==> config.mk <==
export PLATFORM = sky130hd
export DESIGN_NAME = control_unit_flat
export DESIGN_NICKNAME = d
export VERILOG_FILES = /design/src/rtl/control_unit_if.sv /design/src/rtl/control_unit.sv /design/src/flat_wrapper.sv
export SDC_FILE = /design/constraint.sdc
export NUM_CORES = 1
export LEC_CHECK = 0
export ABC_CLOCK_PERIOD_IN_PS = 4600
export CORE_MARGIN = 2
export CORE_UTILIZATION = 37
export DETAILED_ROUTE_END_ITERATION = 7
export PLACE_DENSITY_LB_ADDON = 0.05
export SLEW_MARGIN = 40
export SYNTH_ARGS = -nofsm -noshare
export SYNTH_HDL_FRONTEND = slang
export SYNTH_SLANG_ARGS = --single-unit
==> constraint.sdc <==
create_clock -name clock -period 4.6 [get_ports clock]
set_input_delay 0.92 -clock clock [delete_from_list [all_inputs] [get_ports clock]]
set_output_delay 0.92 -clock clock [all_outputs]
set_load 0.1 [all_outputs]
==> src/rtl/control_unit_if.sv <==
// Control bus between the control_unit and the ROM/ALU/RAM datapath.
// The control unit is the master: it consumes the fetched instruction and
// ALU flags and drives the control word, the immediate and its status.
interface control_unit_if;
    logic [31:0] instruction;
    logic [3:0]  status;
    logic [31:0] control_word;
    logic [63:0] k;
    logic [2:0]  state;
    logic        halted;

    modport master (
        input  instruction,
        input  status,
        output control_word,
        output k,
        output state,
        output halted
    );

    modport slave (
        output instruction,
        output status,
        input  control_word,
        input  k,
        input  state,
        input  halted
    );
endinterface

==> src/rtl/control_unit.sv <==
// Multi-cycle LEGv8-subset decoder and sequencer (FETCH/DECODE/EXEC/MEM/HALT).
// Latches the ROM instruction at the end of FETCH and drives the datapath
// control word and constant k each cycle. control_word layout, MSB first:
// {0, PS[1:0], DA, SA, SB, FS, regW, ramW, EN_MEM, EN_ALU, EN_B, EN_PC,
//  selB, PCsel, SL}.
module control_unit (
    input  logic          clock,
    input  logic          reset,
    control_unit_if.master bus
);

    typedef enum logic [2:0] {
        FETCH  = 3'd0,
        DECODE = 3'd1,
        EXEC   = 3'd2,
        MEM    = 3'd3,
        HALT   = 3'd4
    } state_t;

    typedef enum logic [3:0] {
        OP_NOP,
        OP_ADD,
        OP_SUB,
        OP_AND,
        OP_ORR,
        OP_ADDI,
        OP_SUBI,
        OP_LDUR,
        OP_STUR,
        OP_B,
        OP_CBZ,
        OP_HALT
    } op_t;

    localparam logic [4:0] FS_AND    = 5'b00000;
    localparam logic [4:0] FS_ORR    = 5'b00100;
    localparam logic [4:0] FS_ADD    = 5'b01000;
    localparam logic [4:0] FS_SUB    = 5'b01001;
    localparam logic [4:0] FS_PASS_B = 5'b01100;

    localparam logic [1:0] PS_HOLD   = 2'b00;
    localparam logic [1:0] PS_NEXT   = 2'b01;
    localparam logic [1:0] PS_BRANCH = 2'b10;

    state_t      state_q;
    state_t      state_d;
    logic [31:0] ir_q;

    op_t         op;
    logic [4:0]  op_fs;
    logic [4:0]  sb_field;
    logic [63:0] k_val;

    logic [1:0]  ps;
    logic [4:0]  fs;
    logic        reg_w_raw;
    logic        reg_w;
    logic        ram_w;
    logic        en_mem;
    logic        en_alu;
    logic        en_b;
    logic        en_pc;
    logic        sel_b;
    logic        pc_sel;
    logic        sl;
    logic        show_fields;
    logic        halted_int;

    logic [4:0]  da_out;
    logic [4:0]  sa_out;
    logic [4:0]  sb_out;

    // Only the zero flag steers branches; the other ALU flags are ignored.
    logic        unused_flags;
    assign unused_flags = ^bus.status[3:1];

    // State and instruction register; IR only captures the ROM word in FETCH.
    always_ff @(posedge clock) begin
        if (reset) begin
            state_q <= FETCH;
            ir_q    <= '0;
        end else begin
            state_q <= state_d;
            if (state_q == FETCH) begin
                ir_q <= bus.instruction;
            end
        end
    end

    // Opcode classification of the latched instruction.
    always_comb begin
        op = OP_NOP;
        if (ir_q == '0) begin
            op = OP_HALT;
        end else if (ir_q[31:21] == 11'b10001011000) begin
            op = OP_ADD;
        end else if (ir_q[31:21] == 11'b11001011000) begin
            op = OP_SUB;
        end else if (ir_q[31:21] == 11'b10001010000) begin
            op = OP_AND;
        end else if (ir_q[31:21] == 11'b10101010000) begin
            op = OP_ORR;
        end else if (ir_q[31:22] == 10'b1001000100) begin
            op = OP_ADDI;
        end else if (ir_q[31:22] == 10'b1101000100) begin
            op = OP_SUBI;
        end else if (ir_q[31:21] == 11'b11111000010) begin
            op = OP_LDUR;
        end else if (ir_q[31:21] == 11'b11111000000) begin
            op = OP_STUR;
        end else if (ir_q[31:26] == 6'b000101) begin
            op = OP_B;
        end else if (ir_q[31:24] == 8'b10110100) begin
            op = OP_CBZ;
        end
    end

    // ALU function, SB source and immediate for the decoded opcode.
    always_comb begin
        op_fs    = FS_AND;
        sb_field = '0;
        k_val    = '0;
        unique case (op)
            OP_ADD: begin
                op_fs    = FS_ADD;
                sb_field = ir_q[20:16];
            end
            OP_SUB: begin
                op_fs    = FS_SUB;
                sb_field = ir_q[20:16];
            end
            OP_AND: begin
                op_fs    = FS_AND;
                sb_field = ir_q[20:16];
            end
            OP_ORR: begin
                op_fs    = FS_ORR;
                sb_field = ir_q[20:16];
            end
            OP_ADDI: begin
                op_fs = FS_ADD;
                k_val = {52'd0, ir_q[21:10]};
            end
            OP_SUBI: begin
                op_fs = FS_SUB;
                k_val = {52'd0, ir_q[21:10]};
            end
            OP_LDUR: begin
                op_fs = FS_ADD;
                k_val = {{55{ir_q[20]}}, ir_q[20:12]};
            end
            OP_STUR: begin
                op_fs    = FS_ADD;
                sb_field = ir_q[4:0];
                k_val    = {{55{ir_q[20]}}, ir_q[20:12]};
            end
            OP_B: begin
                k_val = {{36{ir_q[25]}}, ir_q[25:0], 2'b00};
            end
            OP_CBZ: begin
                op_fs    = FS_PASS_B;
                sb_field = ir_q[4:0];
                k_val    = {{43{ir_q[23]}}, ir_q[23:5], 2'b00};
            end
            default: begin
            end
        endcase
    end

    // Next-state sequencing; only LDUR takes the extra MEM cycle.
    always_comb begin
        state_d = state_q;
        unique case (state_q)
            FETCH:   state_d = DECODE;
            DECODE:  state_d = (ir_q == '0) ? HALT : EXEC;
            EXEC:    state_d = (op == OP_LDUR) ? MEM : FETCH;
            MEM:     state_d = FETCH;
            HALT:    state_d = HALT;
            default: state_d = FETCH;
        endcase
    end

    // Per-state control outputs; CBZ's PC select is the one path from status.
    always_comb begin
        ps          = PS_HOLD;
        fs          = FS_AND;
        reg_w_raw   = 1'b0;
        ram_w       = 1'b0;
        en_mem      = 1'b0;
        en_alu      = 1'b0;
        en_b        = 1'b0;
        sel_b       = 1'b0;
        pc_sel      = 1'b0;
        sl          = 1'b0;
        show_fields = 1'b0;
        halted_int  = 1'b0;
        unique case (state_q)
            FETCH: begin
            end
            DECODE: begin
                show_fields = 1'b1;
            end
            EXEC: begin
                show_fields = 1'b1;
                unique case (op)
                    OP_ADD, OP_SUB, OP_AND, OP_ORR: begin
                        fs        = op_fs;
                        en_b      = 1'b1;
                        en_alu    = 1'b1;
                        reg_w_raw = 1'b1;
                        ps        = PS_NEXT;
                    end
                    OP_ADDI, OP_SUBI: begin
                        fs        = op_fs;
                        sel_b     = 1'b1;
                        en_alu    = 1'b1;
                        reg_w_raw = 1'b1;
                        ps        = PS_NEXT;
                    end
                    OP_STUR: begin
                        fs     = FS_ADD;
                        sel_b  = 1'b1;
                        en_alu = 1'b1;
                        en_mem = 1'b1;
                        ram_w  = 1'b1;
                        ps     = PS_NEXT;
                    end
                    OP_LDUR: begin
                        fs     = FS_ADD;
                        sel_b  = 1'b1;
                        en_alu = 1'b1;
                        en_mem = 1'b1;
                    end
                    OP_B: begin
                        pc_sel = 1'b1;
                        ps     = PS_BRANCH;
                    end
                    OP_CBZ: begin
                        fs     = FS_PASS_B;
                        en_b   = 1'b1;
                        en_alu = 1'b1;
                        pc_sel = 1'b1;
                        ps     = bus.status[0] ? PS_BRANCH : PS_NEXT;
                    end
                    default: begin
                        ps = PS_NEXT;
                    end
                endcase
            end
            MEM: begin
                show_fields = 1'b1;
                en_mem      = 1'b1;
                en_alu      = 1'b1;
                sl          = 1'b1;
                reg_w_raw   = 1'b1;
                ps          = PS_NEXT;
            end
            HALT: begin
                halted_int = 1'b1;
            end
            default: begin
            end
        endcase
    end

    // X31 is the zero register: writes to it are dropped, PC still advances.
    assign reg_w  = reg_w_raw && (ir_q[4:0] != 5'd31);
    assign en_pc  = (ps != PS_HOLD);

    assign da_out = show_fields ? ir_q[4:0] : '0;
    assign sa_out = show_fields ? ir_q[9:5] : '0;
    assign sb_out = show_fields ? sb_field  : '0;

    assign bus.control_word = {1'b0, ps, da_out, sa_out, sb_out, fs,
                               reg_w, ram_w, en_mem, en_alu, en_b, en_pc,
                               sel_b, pc_sel, sl};
    assign bus.k            = show_fields ? k_val : '0;
    assign bus.state        = state_q;
    assign bus.halted       = halted_int;

endmodule

==> src/flat_wrapper.sv <==
// flat-port wrapper written by rule: the top's interface ports become plain ports
module control_unit_flat 
  (clock, reset, bus_instruction, bus_status, bus_control_word, bus_k, bus_state, bus_halted);
  control_unit_if bus_i ();
  input  logic clock;
  input  logic reset;
  input wire logic [$bits(bus_i.instruction)-1:0] bus_instruction;
  input wire logic [$bits(bus_i.status)-1:0] bus_status;
  output wire logic [$bits(bus_i.control_word)-1:0] bus_control_word;
  output wire logic [$bits(bus_i.k)-1:0] bus_k;
  output wire logic [$bits(bus_i.state)-1:0] bus_state;
  output wire logic [$bits(bus_i.halted)-1:0] bus_halted;
  assign bus_i.instruction = bus_instruction;
  assign bus_i.status = bus_status;
  assign bus_control_word = bus_i.control_word;
  assign bus_k = bus_i.k;
  assign bus_state = bus_i.state;
  assign bus_halted = bus_i.halted;
  control_unit u_core (.clock(clock), .reset(reset), .bus(bus_i));
endmodule
== After elaboration in Yosys (flattened, before gate mapping) ==
Index checks and enable logic that the tools add are counted.

* Input port bits: 38
* Output and inout bits: 100
* Register bits: 35
* Logic and storage cells: 86

* Muxes and demuxes: 43
* Reductions and logical operators: 16
* Eq/ne operators: 25

{| class="wikitable"
|+ Operators with widths
! operator !! count
|-
| case mux 64 bit (4 select lines) || 1
|-
| == test 11 bit (second input constant) || 6
|-
| 2-to-1 mux 64 bit || 1
|-
| 2-to-1 mux 4 bit || 11
|-
| zero test 32 bit || 1
|-
| case mux 4 bit (3 select lines) || 2
|-
| == test 10 bit (second input constant) || 2
|-
| 2-to-1 mux 5 bit || 4
|-
| == test 4 x 3 -> 1 bit (second input constant) || 4
|-
| 2-to-1 mux 1 bit || 14
|-
| == test 4 bit (second input constant) || 3
|-
| case mux 3 bit (4 select lines) || 1
|-
| OR reduction 2 bit || 6
|-
| case mux 5 bit (2 select lines) || 1
|-
| OR reduction 9 bit || 1
|-
| == test 4 x 2 -> 1 bit (second input constant) || 2
|-
| == test 8 bit (second input constant) || 1
|-
| OR reduction 4 bit || 2
|-
| == test 3 x 2 -> 1 bit (second input constant) || 2
|-
| == test 6 x 3 -> 1 bit (second input constant) || 1
|-
| case mux 1 bit (2 select lines) || 3
|-
| case mux 2 bit (3 select lines) || 1
|-
| OR reduction 6 bit || 1
|-
| != test 5 bit (second input constant) || 1
|-
| 11 further kinds || 12
|}

== Logic depth before layout (Yosys ltp) ==
* Depth after elaboration: 17
* Mapped depth: 9
* Gate-level depth less buffers: 6

== Worst setup path before layout ==
Ideal clock, no wire load.

* Path type: register to output
* Start: register u_core.ir_q[30]
* End: output port bus_k[28]
* Required time: 3.680 ns
* Data arrival time: 5.224 ns
* Path slack: -1.544 ns
* Stages on the path, launching flop included: 10
* Cell sequence: dfxtp_1 clkbuf_1 nor4_1 and3_1 clkbuf_1 clkbuf_1 clkbuf_1 nand2_1 a21oi_1 buf_4

* Cells in the longest elaborated chain, start to end: 16
* Elaborated cells on any way between the ends: 32

{| class="wikitable"
|+ RTL lines
! element !! line !! text
|-
| from (decl) || control_unit.sv:47 || <nowiki>logic [31:0] ir_q;</nowiki>
|-
| from (signal assigned) || control_unit.sv:85 || <nowiki>ir_q <= bus.instruction;</nowiki>
|-
| == test 8 bit || control_unit.sv:113 || <nowiki>end else if (ir_q[31:24] == 8'b10110100) begin</nowiki>
|-
| 2-to-1 mux 4 bit || control_unit.sv:113 ||
|-
| 2-to-1 mux 4 bit || control_unit.sv:111 || <nowiki>end else if (ir_q[31:26] == 6'b000101) begin</nowiki>
|-
| 2-to-1 mux 4 bit || control_unit.sv:109 || <nowiki>end else if (ir_q[31:21] == 11'b11111000000) begin</nowiki>
|-
| 2-to-1 mux 4 bit || control_unit.sv:107 || <nowiki>end else if (ir_q[31:21] == 11'b11111000010) begin</nowiki>
|-
| 2-to-1 mux 4 bit || control_unit.sv:105 || <nowiki>end else if (ir_q[31:22] == 10'b1101000100) begin</nowiki>
|-
| 2-to-1 mux 4 bit || control_unit.sv:103 || <nowiki>end else if (ir_q[31:22] == 10'b1001000100) begin</nowiki>
|-
| 2-to-1 mux 4 bit || control_unit.sv:101 || <nowiki>end else if (ir_q[31:21] == 11'b10101010000) begin</nowiki>
|-
| 2-to-1 mux 4 bit || control_unit.sv:99 || <nowiki>end else if (ir_q[31:21] == 11'b10001010000) begin</nowiki>
|-
| 2-to-1 mux 4 bit || control_unit.sv:97 || <nowiki>end else if (ir_q[31:21] == 11'b11001011000) begin</nowiki>
|-
| 2-to-1 mux 4 bit || control_unit.sv:95 || <nowiki>end else if (ir_q[31:21] == 11'b10001011000) begin</nowiki>
|-
| 2-to-1 mux 4 bit * || control_unit.sv:93 || <nowiki>if (ir_q == '0) begin</nowiki>
|-
| == test 4 bit / == test 4 x 3 -> 1 bit (equally long branches) || control_unit.sv:123 || <nowiki>unique case (op)</nowiki>
|-
| OR reduction 2 bit (no line) || n/a ||
|-
| case mux 64 bit (4 select lines) * || control_unit.sv:123 ||
|-
| 2-to-1 mux 64 bit * || control_unit.sv:277 || <nowiki>assign bus.k = show_fields ? k_val : '0;</nowiki>
|-
| to (decl) || flat_wrapper.sv:10 || <nowiki>output wire logic [$bits(bus_i.k)-1:0] bus_k;</nowiki>
|}

Every way passes the cells marked *; elsewhere a longest branch is shown, timed or not.

== Final worst setup path ==
* Start: register u_core.ir_q[24]
* End: output port bus_k[56]

Same word-level chain as after synthesis.

==> impl_metrics.ini <==
[cts]
cts_hold_buf = 0
cts_resized = 0
clkLatencyLatePin_ns = 0.29
path_clk_slew_ns = 0.08
cts_buffers = 5
post_cts_buffers = 0
cts.sinks = 35
cts-root-buf = clkbuf_8
h-tree-depth = 2
cts_tree = built
clockBufferDepth = 2

[sta]
timing.final.crit_share = 0.903
worstMarginPinSlew_ns = 0.716
setup_ws_ns = 0.446
fin_crit_ns = 4.15
fin_skew_ns = 0.00627
setup_violations = 0
slew_violations = 0
hold_viol = 0
max_freq_mhz = 241
rsz0062_at_grt = false
fin_tns_setup_ns = 0
slew_headroom = 0.519

[die]
core_mm2 = 0.00725
start_util = 0.381
rows = 31
ioPinCount = 138
dieArea_mm2 = 0.00818
die_h_um = 90.5
fp.dieW_um = 90.5

[routing]
wl_per_cell_um = 16.7
ant_nets = 0
drtIter0Drc = 270
routed.top_layer = met4
vias = 3155
drt_first_pass_iters = 5
met1_length_mm = 4.11
wl_met2_mm = 4.60
wirelength_mm = 9.53
vias_per_cell = 5.53
wl_met3_um = 772
drc = 0

[placement]
dpl_cell_area_mm2 = 0.00417
io_buffers = 131
dp_hpwl_mm = 7.22
gp_congestion = 0.883
pre_cts_slack_ns = 0.883

[cells_and_area]
fin_nets = 509
drive_above_1_share = 0.280
fin_area_mm2 = 0.00430
fill_cells = 684
n_antenna_cell = 0
fin_util = 0.593
area.growth.synth_to_final_pct = 55.4

[logic_synthesis]
synthArstFlopShare = 0
synth_largest_area_cell = dfxtp_1
synth_ff_type = dfxtp_1
synth_edf_count = 0
yosysWarnings = 0
synth.top_cells.by_count = nand2_1 (89), a21oi_1 (58), buf_4 (48)
synth_top_area_frac = 0.253
ys_top_cells_by_area = dfxtp_1 (25%), buf_4 (13%), nand2_1 (12%)
syn_area_mm2 = 0.00277
ys_seq_elements = 35
ys_seq_area_frac = 0.253
syn_avg_cell_area_um2 = 6.92
ys_types = 44
synth_cells = 400
yosysMostFrequentCell = nand2_1

[power]
p_leak_nw = 1.62
power_density_mw_per_mm2 = 212
vdd_ir_drop_max_uv = 170

[worst_setup_path]
path_class = register to output port
worstPathRequired_ns = 3.68
reg2reg_depth = 6
cp-end-kind = output port
cp.arrival_ns = 3.23
crit_fanout = 19
critPathLaunchType = register

[worst_hold_path]
whs_path_depth = 2
hold_class = register to register

[flow_run]
maxCapViolCount = 0

[grt]
grt_pass1_vias = 2817
grt_pass1_wl_mm = 15.6
grt_usage = 0.228
overflow = 0
antenna_found_initial = 0
grt_start_max_net_pins = 36

[run_status]
outcome = complete, no violations
[final timing paths]
kind | startpoint | end | slack (ns)
max | u_core.ir_q[24]$_SDFFE_PP0P_ | bus_k[56] | 0.45
min | u_core.ir_q[29]$_SDFFE_PP0P_ | u_core.ir_q[29]$_SDFFE_PP0P_ | 0.52
max reg2reg | u_core.ir_q[21]$_SDFFE_PP0P_ | u_core.bus.state[1]$_SDFF_PP0_ | 2.44
min reg2reg | u_core.ir_q[29]$_SDFFE_PP0P_ | u_core.ir_q[29]$_SDFFE_PP0P_ | 0.52
[layout make-up]
| class | count | area [µm²] | area share |
|---|---|---|---|
| clock buffers | 5 | 68.8 | 0.0160 |
| clock inverters | 3 | 47.5 | 0.0111 |
| inverters | 2 | 7.51 | 0.00175 |
| multi-input cells | 285 | 1630 | 0.378 |
| flip-flops and latches | 35 | 701 | 0.163 |
| well taps | 99 | 124 | 0.0288 |
| repair buffers | 142 | 1730 | 0.402 |
[stage by stage]
| step | hold WS, ns | power (mW) | cells |
|---|---|---|---|
| 6_report | 0.525 | 0.910 | 571 |
| 5_1_grt | 0.561 | 0.954 | 571 |
| 4_1_cts | 0.521 | 0.915 | 571 |
| 3_5_place_dp | 0.507 | 0.625 | 563 |
| 3_3_place_gp | 0.503 | 0.623 | 563 |
| 2_1_floorplan | 0.469 | 0.548 | 402 |
[where the power goes]
group          total, mW  switching, mW  internal, mW  leakage [nW]
logic              0.242          0.162        0.0804          1.28
registers          0.380         0.0517         0.328         0.289
clock network      0.288          0.124         0.164        0.0587
total              0.910          0.338         0.573          1.62
[placed cells by master (no fill, tap or decap), drive strengths merged, types with 2 or more instances in the layout]
cell type      instances
nand3b                 3
nor4bb                 2
dfxtp                 35
and2                  13
buf                  108
nand3                  7
and3                   3
or4                    5
a21oi                 58
nor2                  14
clkdlybuf4s50         34
a222oi                 5
or2                    2
nor3                   6
o21a                   3
a22oi                 17
inv                    3
a211oi                 4
a22o                   5
nor4                  11
nand2b                 4
nand2                 89
conb                   3
o311ai                 2
nor2b                  2
nand4                  6
o21ai                  4
a31oi                  5
or3                    2
clkbuf                 5
[state kept, by name (all words and copies together) (netlist names)]
register	cells
u_core.bus.state	3
u_core.ir_q	32
[critical path, cell delays in order, from the launching register on]
cell and delay, ns:
dfxtp_1 0.52, nor4bb_1 0.65, and3_1 0.44, buf_4 0.30, o41ai_4 0.12, a21oi_4 0.41, buf_12 0.29, buf_12 0.20
[layer usage]
metal,track usage,vias up
met3,0.0467,4
met5,0,-
met1,0.311,1462
li1,-,1516
met2,0.374,173
met4,0.0449,0
[logic make-up after synthesis]
logic type	Yosys count	share of synthesized area
AOI/OAI and AO/OA	110	0.259
and+or+nand+nor	172	0.307
DFF	35	0.253
other	1	0.00136
buffers and inverters	82	0.179
No activity file was read; power rests on OpenSTA's default activity.
==> variant: new RTL, same settings <==
Reset style: asynchronous (`reset`), changed in one clocked block.
--- a/src/rtl/control_unit.sv
+++ b/src/rtl/control_unit.sv
@@ -76,5 +76,5 @@
 
     // State and instruction register; IR only captures the ROM word in FETCH.
-    always_ff @(posedge clock) begin
+    always_ff @(posedge clock or posedge reset) begin
         if (reset) begin
             state_q <= FETCH;
Behaviour: differs if reset is asserted again (counterexample within 4 cycles, from zero or initial values and one cycle with reset high); with reset held inactive, the same outputs for 10 cycles.
==> variant against the original RTL <==
- via count shrank 17%
- clock skew grew 3.7 ps
- sequential cell count stayed put
- area after synthesis increased by 0.63%
- worst setup slack better by 250 ps
- cell count is 14% lower
- cell area down 2.6%
- maximum frequency rose by 6.4%
- hold slack better by 89 ps
- wire length is 10% lower
Power is not compared: it rests on default switching activity, and its combinational part moved more than twofold at a synthesized area within 25%.
==> variant: results (changes against the original RTL) <==
stage,metric,value,unit,change
clock_network,CTS HTree Levels,2,,unchanged
drt,DRT iter0 DRCs,159,,-41%
critical_path,Crit Path Max Fanout,37,,+18
placement,Post-DP HPWL,6310,µm,-13%
layout,largest reg by FF count,u_core.ir_q,,
global_routing,initial antenna violation count,0,,unchanged
clock_network,CTS root buf,clkbuf_8,,
layout,final layout net count,429,,-16%
synth,sequential-to-total area share from yosys stat,31.5,%,+6.1 points
min_path,worst hold path class,flop to flop,,
global_routing,largest net degree at the start of global routing,38,,+5.6%
layout,share of cells above drive strength 1,40.3,%,+12 points
drt,drt wl/cell,17.4,µm,+4.4%
clock_network,Setup Buffers After CTS,0,,unchanged
clock_network,CTS buffer count,5,,unchanged
clock_network,Max clock buf depth,2,,unchanged
power_and_ir_drop,peak supply drop,0.609,mV,
critical_path,Crit-path slowest cell,dfrtp_1,,
placement,placed inst area,4050,µm²,-2.8%
placement,routability congestion estimate,0.813,,-8.0%
synth,Post-synth EDFFs,0,,unchanged
global_routing,first-pass GRT wire length,14100,µm,-9.5%
synth,Netlist cell types,50,,+14%
timing,Final Skew,10.0,ps,+3.74 ps
outcome,outcome,finished clean,,
clock_network,PostCTS Resize Cnt,0,,unchanged
synth,Post-synth ARST share,100,%,+100 points
power_and_ir_drop,Pleak,0.00166,µW,
layout,Antenna Cells,0,,unchanged
timing,worst slew pin tran,687,ps,-28.5 ps
synth,most frequent cells after synthesis,"buf_4, dfrtp_1, mux2_2, nand2_1, a21oi_1",,
clock_network,Worst-Skew Late Latency,290,ps,about the same
layout,Fillers,646,,-5.6%
drt,DR vias,2622,,-17%
placement,IO Port Bufs,131,,unchanged
synth,Ys Warns,0,,unchanged
drt,First-pass DRT Iterations,5,,unchanged
critical_path,kind of cell adding the most delay to the critical path,buffers and inverters,,
global_routing,number of global-route vias before repair,2523,,-10%
power_and_ir_drop,Pint,1070,µW,
synth,"top cells by area, synth","dfrtp_1, buf_4, mux2_2",,
global_routing,GRT Overall Usage,21.1,%,-1.8 points
critical_path,CP peak stage delay,470,ps,-180 ps
critical_path,CP arrival,2990,ps,-240 ps
layout,max reg flops,32,,unchanged
clock_network,Worst-path clk slew,80,ps,about the same
## variant: final timing paths
kind	start	endpoint	slack (ps)	cells past startpoint
max	u_core.ir_q[25]	bus_k[54]	690	7
min in group asynchronous	reset	u_core.ir_q[9]	1030	3
min reg2reg	u_core.ir_q[26]	u_core.ir_q[26]	610	1
max reg2reg	u_core.ir_q[21]	u_core.bus.state[2]	2420	5
max in group asynchronous	reset	u_core.bus.state[0]	3230	3
min	u_core.ir_q[26]	u_core.ir_q[26]	610	1
## variant: layout make-up
| class | instances | area, µm² | area share (%) |
|---|---|---|---|
| Sequential cell | 35 | 876 | 20.9 |
| Clock buffer | 6 | 82.6 | 1.97 |
| Timing Repair Buffer | 139 | 1590 | 37.9 |
| Tap cell | 99 | 124 | 2.96 |
| Inverter | 5 | 18.8 | 0.448 |
| Clock inverter | 2 | 38.8 | 0.926 |
| Multi-Input combinational cell | 205 | 1460 | 34.8 |
## variant: stage by stage
step / cells / worst slack [ps]
2_1_floorplan: 312 / 129
3_3_place_gp: 482 / 1060
3_5_place_dp: 482 / 1020
4_1_cts: 490 / 707
5_1_grt: 491 / 556
6_report: 491 / 695
## variant: kinds of logic after synthesis
logic type	synth area share, %
AOI/OAI and AO/OA	19.7
DFF	31.5
other	0.135
muxes	11.7
buffers and inverters	17.3
and+or+nand+nor	19.6
## variant: metal layers
metal,global-route usage [%],wire (µm)
met1,28.6,3680
met2,34.1,4180
met3,4.51,630
met4,5.26,63
met5,0,0
## variant: power by group through the flow
stage | clock [µW] | combinational (µW) | sequential, µW
floorplan | 0 | 1150 | 677
detailed placement | 0 | 1400 | 755
global route | 324 | 1480 | 787
global placement | 0 | 1410 | 754
CTS | 307 | 1400 | 751
finish | 303 | 1400 | 758
